--- src/rtl/capture_readout_controller.sv ---
// Capture readout: holds acquisition, streams a frame from sample memory via a 2-entry FIFO.
// Optional READOUT_DECIMATE_EN adds decim_shift[2:0] (step = 2^decim_shift, sampled in HOLD).
module capture_readout_controller #(
    parameter int DATA_W = 12,
    parameter int ADDR_W = 17,
    parameter int DEPTH  = 51200
) (
    input  logic              clk,
    input  logic              reset_n,
    input  logic              capture_done,
`ifdef READOUT_DECIMATE_EN
    input  logic [2:0]        decim_shift,
`endif
    output logic              mem_rd_en,
    output logic [ADDR_W-1:0] mem_raddr,
    input  logic [DATA_W-1:0] mem_rdata,
    output logic              hold_capture_n,
    output logic [DATA_W-1:0] sample_data,
    output logic              sample_valid,
    input  logic              sample_ready,
    output logic              frame_start,
    output logic              frame_end,
    output logic              busy
);

    typedef enum logic [2:0] {
        S_IDLE,
        S_HOLD,
        S_READ,
        S_DRAIN,
        S_RELEASE
    } state_t;

    localparam int CW = ADDR_W + 8;
    localparam logic [CW-1:0] DEPTH_W = CW'(DEPTH);

    state_t                   state_q, state_d;
    logic [ADDR_W-1:0]        addr_q, addr_d;
    logic                     infl_q, infl_d;
    logic                     infl_first_q, infl_first_d;
    logic                     infl_last_q, infl_last_d;
    logic [1:0][DATA_W-1:0]   data_q, data_d;
    logic [1:0]               first_q, first_d;
    logic [1:0]               last_q, last_d;
    logic                     wr_ptr_q, wr_ptr_d;
    logic                     rd_ptr_q, rd_ptr_d;
    logic [1:0]               count_q, count_d;

    logic [CW-1:0]            step;
    logic [CW-1:0]            next_addr;
    logic                     last_rd;
    logic [1:0]               occ;
    logic                     rd_fire;
    logic                     fifo_has;
    logic [DATA_W-1:0]        head_data;
    logic                     head_first;
    logic                     head_last;
    logic                     push;
    logic                     pop;

`ifdef READOUT_DECIMATE_EN
    logic [2:0]               shift_q, shift_d;

    assign step = CW'(1) << shift_q;
`else
    assign step = CW'(1);
`endif

    assign next_addr = CW'(addr_q) + step;
    assign last_rd   = next_addr >= DEPTH_W;

    // Occupancy counts in-flight reads so the FIFO can never overflow.
    assign occ      = count_q + {1'b0, infl_q};
    assign rd_fire  = (state_q == S_READ) && (occ < 2'd2);
    assign fifo_has = (count_q != 2'd0);

    // Fall-through head: an empty FIFO presents the returning read directly.
    always_comb begin
        head_data  = mem_rdata;
        head_first = infl_first_q;
        head_last  = infl_last_q;
        if (fifo_has) begin
            head_data  = data_q[rd_ptr_q];
            head_first = first_q[rd_ptr_q];
            head_last  = last_q[rd_ptr_q];
        end
    end

    assign sample_valid = fifo_has | infl_q;
    assign sample_data  = sample_valid ? head_data : '0;
    assign frame_start  = sample_valid & head_first;
    assign frame_end    = sample_valid & head_last;

    assign pop  = fifo_has & sample_ready;
    assign push = infl_q & ~(~fifo_has & sample_ready);

    assign mem_rd_en      = rd_fire;
    assign mem_raddr      = addr_q;
    assign busy           = (state_q != S_IDLE);
    assign hold_capture_n = ~((state_q == S_HOLD) |
                              (state_q == S_READ) |
                              (state_q == S_DRAIN));

    always_comb begin
        state_d = state_q;
        addr_d  = addr_q;
`ifdef READOUT_DECIMATE_EN
        shift_d = shift_q;
`endif
        unique case (state_q)
            S_IDLE: begin
                if (capture_done) begin
                    state_d = S_HOLD;
                end
            end
            S_HOLD: begin
                addr_d  = '0;
                state_d = S_READ;
`ifdef READOUT_DECIMATE_EN
                shift_d = decim_shift;
`endif
            end
            S_READ: begin
                if (rd_fire) begin
                    if (last_rd) begin
                        state_d = S_DRAIN;
                    end else begin
                        addr_d = next_addr[ADDR_W-1:0];
                    end
                end
            end
            S_DRAIN: begin
                if (!fifo_has && !infl_q) begin
                    state_d = S_RELEASE;
                end
            end
            S_RELEASE: begin
                addr_d  = '0;
                state_d = S_IDLE;
            end
            default: begin
                state_d = S_IDLE;
            end
        endcase
    end

    always_comb begin
        infl_d       = rd_fire;
        infl_first_d = rd_fire && (addr_q == '0);
        infl_last_d  = rd_fire && last_rd;
        data_d       = data_q;
        first_d      = first_q;
        last_d       = last_q;
        wr_ptr_d     = wr_ptr_q;
        rd_ptr_d     = rd_ptr_q;
        if (push) begin
            data_d[wr_ptr_q]  = mem_rdata;
            first_d[wr_ptr_q] = infl_first_q;
            last_d[wr_ptr_q]  = infl_last_q;
            wr_ptr_d          = ~wr_ptr_q;
        end
        if (pop) begin
            rd_ptr_d = ~rd_ptr_q;
        end
        count_d = count_q + {1'b0, push} - {1'b0, pop};
    end

    always_ff @(posedge clk or negedge reset_n) begin
        if (!reset_n) begin
            state_q      <= S_IDLE;
            addr_q       <= '0;
            infl_q       <= 1'b0;
            infl_first_q <= 1'b0;
            infl_last_q  <= 1'b0;
            data_q       <= '0;
            first_q      <= '0;
            last_q       <= '0;
            wr_ptr_q     <= 1'b0;
            rd_ptr_q     <= 1'b0;
            count_q      <= '0;
`ifdef READOUT_DECIMATE_EN
            shift_q      <= '0;
`endif
        end else begin
            state_q      <= state_d;
            addr_q       <= addr_d;
            infl_q       <= infl_d;
            infl_first_q <= infl_first_d;
            infl_last_q  <= infl_last_d;
            data_q       <= data_d;
            first_q      <= first_d;
            last_q       <= last_d;
            wr_ptr_q     <= wr_ptr_d;
            rd_ptr_q     <= rd_ptr_d;
            count_q      <= count_d;
`ifdef READOUT_DECIMATE_EN
            shift_q      <= shift_d;
`endif
        end
    end

endmodule

--- config.mk ---
export PLATFORM = sky130hd
export DESIGN_NAME = capture_readout_controller
export DESIGN_NICKNAME = d
export VERILOG_FILES = /design/src/rtl/capture_readout_controller.sv
export SDC_FILE = /design/constraint.sdc
export NUM_CORES = 1
export LEC_CHECK = 0
export CORE_MARGIN = 5
export CORE_UTILIZATION = 34
export CTS_CLUSTER_DIAMETER = 50
export DETAILED_ROUTE_END_ITERATION = 6
export SKIP_LAST_GASP = 1
export SLEW_MARGIN = 20
export SYNTH_ARGS = -nofsm -noshare
export SYNTH_HDL_FRONTEND = slang
export SYNTH_SLANG_ARGS = --single-unit
--- constraint.sdc ---
create_clock -name clk -period 4.9 [get_ports clk]
set_input_delay 0.98 -clock clk [delete_from_list [all_inputs] [get_ports clk]]
set_output_delay 0.98 -clock clk [all_outputs]
set_load 0.1 [all_outputs]
## Yosys cells after proc, flatten, opt, wreduce, memory -nomap -nowiden

Cells that the tools add are included.

| cells by class | value |
|---|---|
| bitwise gates (word level) | 13 |
| multiplexer cells | 25 |
| reductions and logical operators | 15 |
| add/subtract/negate cells | 4 |
| equal/unequal tests | 9 |
| order comparisons | 5 |

Operators with widths:

| operator | number |
|---|---|
| $mux W12 | 5 |
| $mux W17 | 2 |
| $pmux W17 S2 | 1 |
| $bwmux W24 | 1 |
| $add A17 B1 Y18 const B | 1 |
| $ge A18 B16 Y1 const B | 1 |
| $logic_not A17 Y1 | 1 |
| $demux W12 S1 | 1 |
| $mux W3 | 4 |
| $pmux W3 S4 | 1 |
| $ne A2 B2 Y1 const B | 4 |
| $mux W1 | 7 |
| $eq A3 B2 Y1 const B | 2 |
| $and A1 B1 Y1 | 5 |
| $logic_and A1 B1 Y1 | 5 |
| $not A1 Y1 | 5 |
| $add A2 B1 Y2 | 2 |
| $bwmux W2 | 2 |
| $lt A1 B2 Y1 const B | 2 |
| $reduce_and A4 Y1 | 1 |
| $reduce_bool A2 Y1 | 2 |
| $eq A3 B1 Y1 const B | 1 |
| $eq A3 B3 Y1 const B | 1 |
| $logic_not A3 Y1 | 1 |
| other kinds (10) | 13 |

| word-level totals | value |
|---|---|
| flip-flop bits (word level) | 55 |
| input bits | 16 |

## Longest topological paths before layout

| depth | value |
|---|---|
| depth in word-level cells | 7 |
| gate-level depth with buffers | 9 |

## Least setup slack after synthesis

Ideal clock, no wire load.

| timing | value |
|---|---|
| path kind | register to output |
| from | register rd_ptr_q |
| to | output sample_data[10] |
| path slack | 607 ps |
| arrival | 3,313 ps |
| stages on the path, launching flop included | 5 |
| required time | 3,920 ps |
| path through | dfrtp_1 clkbuf_1 clkbuf_1 mux2i_1 o21ai_0 |

| on the way | value |
|---|---|
| cells in the longest elaborated chain, start to end | 4 |

Ends and longest elaborated chain:

| item | RTL line | RTL |
|---|---|---|
| start, declared | 46 | `logic rd_ptr_q, rd_ptr_d;` |
| start signal, assigned | 194 | `rd_ptr_q <= rd_ptr_d;` |
| $mux W12 (not written as such) (2 in series) | 83 | `head_data = data_q[rd_ptr_q];` |
| $mux W12 | 82 | `if (fifo_has) begin` |
| $mux W12 | 90 | `assign sample_data = sample_valid ? head_data : '0;` |
| end, declared | 18 | `output logic [DATA_W-1:0] sample_data,` |

No other way between the ends. The select of a mux whose other input is x is not followed.

## Final worst setup path

| timing | value |
|---|---|
| from | register infl_q |
| to | output mem_rd_en |

| on the way | value |
|---|---|
| cells in the longest elaborated chain, start to end | 3 |

Ends and longest elaborated chain:

| item | RTL line | RTL |
|---|---|---|
| start, declared | 39 | `logic infl_q, infl_d;` |
| start signal, assigned | 187 | `infl_q <= infl_d;` |
| $add A2 B1 Y2 | 73 | `assign occ = count_q + {1'b0, infl_q};` |
| $lt A2 B2 Y1 | 74 | `assign rd_fire = (state_q == S_READ) && (occ < 2'd2);` |
| $logic_and A1 B1 Y1 | 74 |  |
| end, declared | 14 | `output logic mem_rd_en,` |

No other way between the ends.

==> flow_summary.ini <==
[die]
die_w_um = 103
dieArea_um2 = 10700
die_h_um = 103
fp-row-count = 34
ios = 51
core_area_um2 = 8640
start_util_pct = 34.4

[worst_setup_path]
crit_path_start_kind = flop
crit_fanout = 19
critPathSlowestCell = clkdlybuf4s50_1
critPathRequiredTime_ps = 3920
crit_type = flop to primary output
r2r-start = mem_raddr[7]
path_cells = and3_1, o211ai_1, inv_1, clkdlybuf4s50_1
startpoint = infl_q
worstSetupEndpointType = primary output
max_stage_delay_ps = 1140
critical_path_arrival_ps = 2760

[clocking]
numClockSinks = 55
clkSlewWorstSetupHoldPaths_ps = 110
cts_tree = built
clock_path_buffers = 2
cts_root_buf = clkbuf_8
htree_num_levels = 2
hold_buffers = 0
cts_setup_buffers = 0
ctsResizeCount = 0
cts_buffers = 5
clkLatencyLatePin_ps = 310

[layout]
num_antenna_cells = 0
num-nets-final = 348
syn2layout_area_growth_pct = 21.0
drive_gt1_share_pct = 18.5

[synth]
synth-xor-area-share_pct = 1.47
synthSimpleGateAreaFrac_pct = 18.5
synthMuxAreaShare_pct = 16.2
ys_ff_latch = 55
synth_compound_area_share_pct = 12.0
ys_types = 43
synth_fa_ha_area_share_pct = 1.69
synth.avg_cell_area_um2 = 10.3
synth_edf_count = 0
netlist_instances = 287
yosysSeqAreaShare_pct = 46.4
synth-async-reset-ratio_pct = 100
synth_flop_cell = dfrtp_1
yosys_warnings = 0
syn-num-nets = 307
synth_top_family_by_area = simple AND/OR/NAND/NOR gates
netlist_area_um2 = 2970

[sta]
max_slew_margin_pct = 34.0
setup_tns_ps = 0
slew_violations = 0
skew_ps = 12.4
rsz0062_at_grt = false
setup_viol = 0
setup_slack_ps = 1160
period_minus_slack_ps = 3740
hold_viol = 0
fmax_ghz = 0.268
timing.hold.ws_ps = 515
finalCritPeriodShare_pct = 76.2
tightest_slew_ps = 986

[job]
drv_cap = 0

[grt]
met3_usage_pct = 2.68
antenna_found_initial = 0
gr-usage-met1_pct = 18.3
grt_pass1_wl_mm = 11.3
grt_max_degree = 56
grt_overflow = 0
met2_usage_pct = 21.0
grt_usage_pct = 13.1
grt_pass1_vias = 2293
grt_busiest_layer = met2

[worst_hold_path]
hold_path.class = flop to flop
hp-start = wr_ptr_q

[run_status]
status = finished clean

[placement]
place.detailed.hpwl_mm = 4.71
place_ws_ps = 1470
gp_congestion = 0.815
portBuffers = 50

[detailed_routing]
via_per_inst = 5.50
wl_per_cell_um = 15.8
vias = 2405
drtIter0Drc = 60
dr.pass1.iters = 4
ant_nets = 0
drc_errors = 0
routed_wl_mm = 6.90
==> critical path, delay by kind of cell (launching register included) <==
family          cells  cell delay, ps
simple gates        1             250
buf+inv             2            1270
compound gates      1             190
flops               1             740
==> metal layers <==
metal | vias to the layer above | wire length [um] | part of all wire [%]
met3 | 7 | 365 | 5.3
li1 | 1155 | - | -
met1 | 1188 | 3180 | 46
met5 | - | 0 | 0
met2 | 55 | 3280 | 48
met4 | 0 | 71 | 1.0
==> placed cells by master, fill, tap and decap left out, drive strengths merged, types with 6 or more instances in the layout <==
cell           instances
nand3                 20
or4                    9
nor4                   9
o21ai                 16
mux2i                 14
buf                   19
o31ai                 10
dfrtp                 55
inv                    6
clkdlybuf4s50         35
nor2                  15
mux2                  30
a21oi                 13
nand4                  9
nand2                 17
==> path summary, 6_finish.rpt <==
check | slack [ps] | end | cells past startpoint
max | 1160 | mem_rd_en | 4
min | 520 | wr_ptr_q | 1
max reg2reg | 2210 | mem_raddr[11] | 6
min reg2reg | 520 | wr_ptr_q | 1
max in group asynchronous | 3640 | mem_raddr[14] | 2
min in group asynchronous | 780 | data_q[12] | 2
==> Yosys cell counts, drive strengths merged, types with 2 or more instances <==
library cell  count  share of area [%]
or3               5                1.1
a211o             3               0.89
or4               9                2.3
nand2            17                2.1
mux2             30                 12
mux2i            14                4.7
nand3            20                3.4
nor2             15                1.9
inv               5               0.63
nor2b             2               0.42
or2               2               0.42
and2              2               0.42
o21ai            16                2.7
nand4             9                2.4
xnor2             4                1.2
ha                4                1.7
dfrtp            55                 46
o31ai            10                2.5
a21oi            13                2.2
and4              3               0.89
nor3              5               0.84
nor4              9                1.9
clkbuf           14                1.8
buf               6                1.3
==> layout make-up <==
cell class / instances / area (um^2)
clock buffers: 5 / 68.8
clock inverters: 3 / 22.5
fillers: 852 / 5040
inverters: 5 / 18.8
multi-input cells: 207 / 1480
flip-flops and latches: 55 / 1380
well taps: 108 / 135
repair buffers: 54 / 490
==> registers in the layout, summed over array words and instances, names as in the netlist <==
| name | count |
|---|---|
| rd_ptr_q | 1 |
| wr_ptr_q | 1 |
| first_q | 2 |
| data_q | 24 |
| infl_first_q | 1 |
| infl_q | 1 |
| mem_raddr | 17 |
| last_q | 2 |
| state_q | 3 |
| infl_last_q | 1 |
| count_q | 2 |
==> metrics by stage <==
step | instances | cell area (um^2) | utilization, %
after CTS | 437 | 3590 | 41.6
after floorplan | 287 | 2970 | -
final | 437 | 3590 | 41.6
after global routing | 437 | 3590 | 41.6
after global placement | 429 | 3500 | 40.6
after detailed placement | 429 | 3500 | 40.6
==> logic make-up after synthesis <==
kind of cell / after synthesis
compound gates: 54
fa+ha+maj: 4
mux: 44
buf+inv: 25
simple gates: 100
xor+xnor: 5
flops: 55
Power is left out: the tool's default activity adds up to more than one toggle a clock period on the data nets, which glitch-free logic cannot reach.
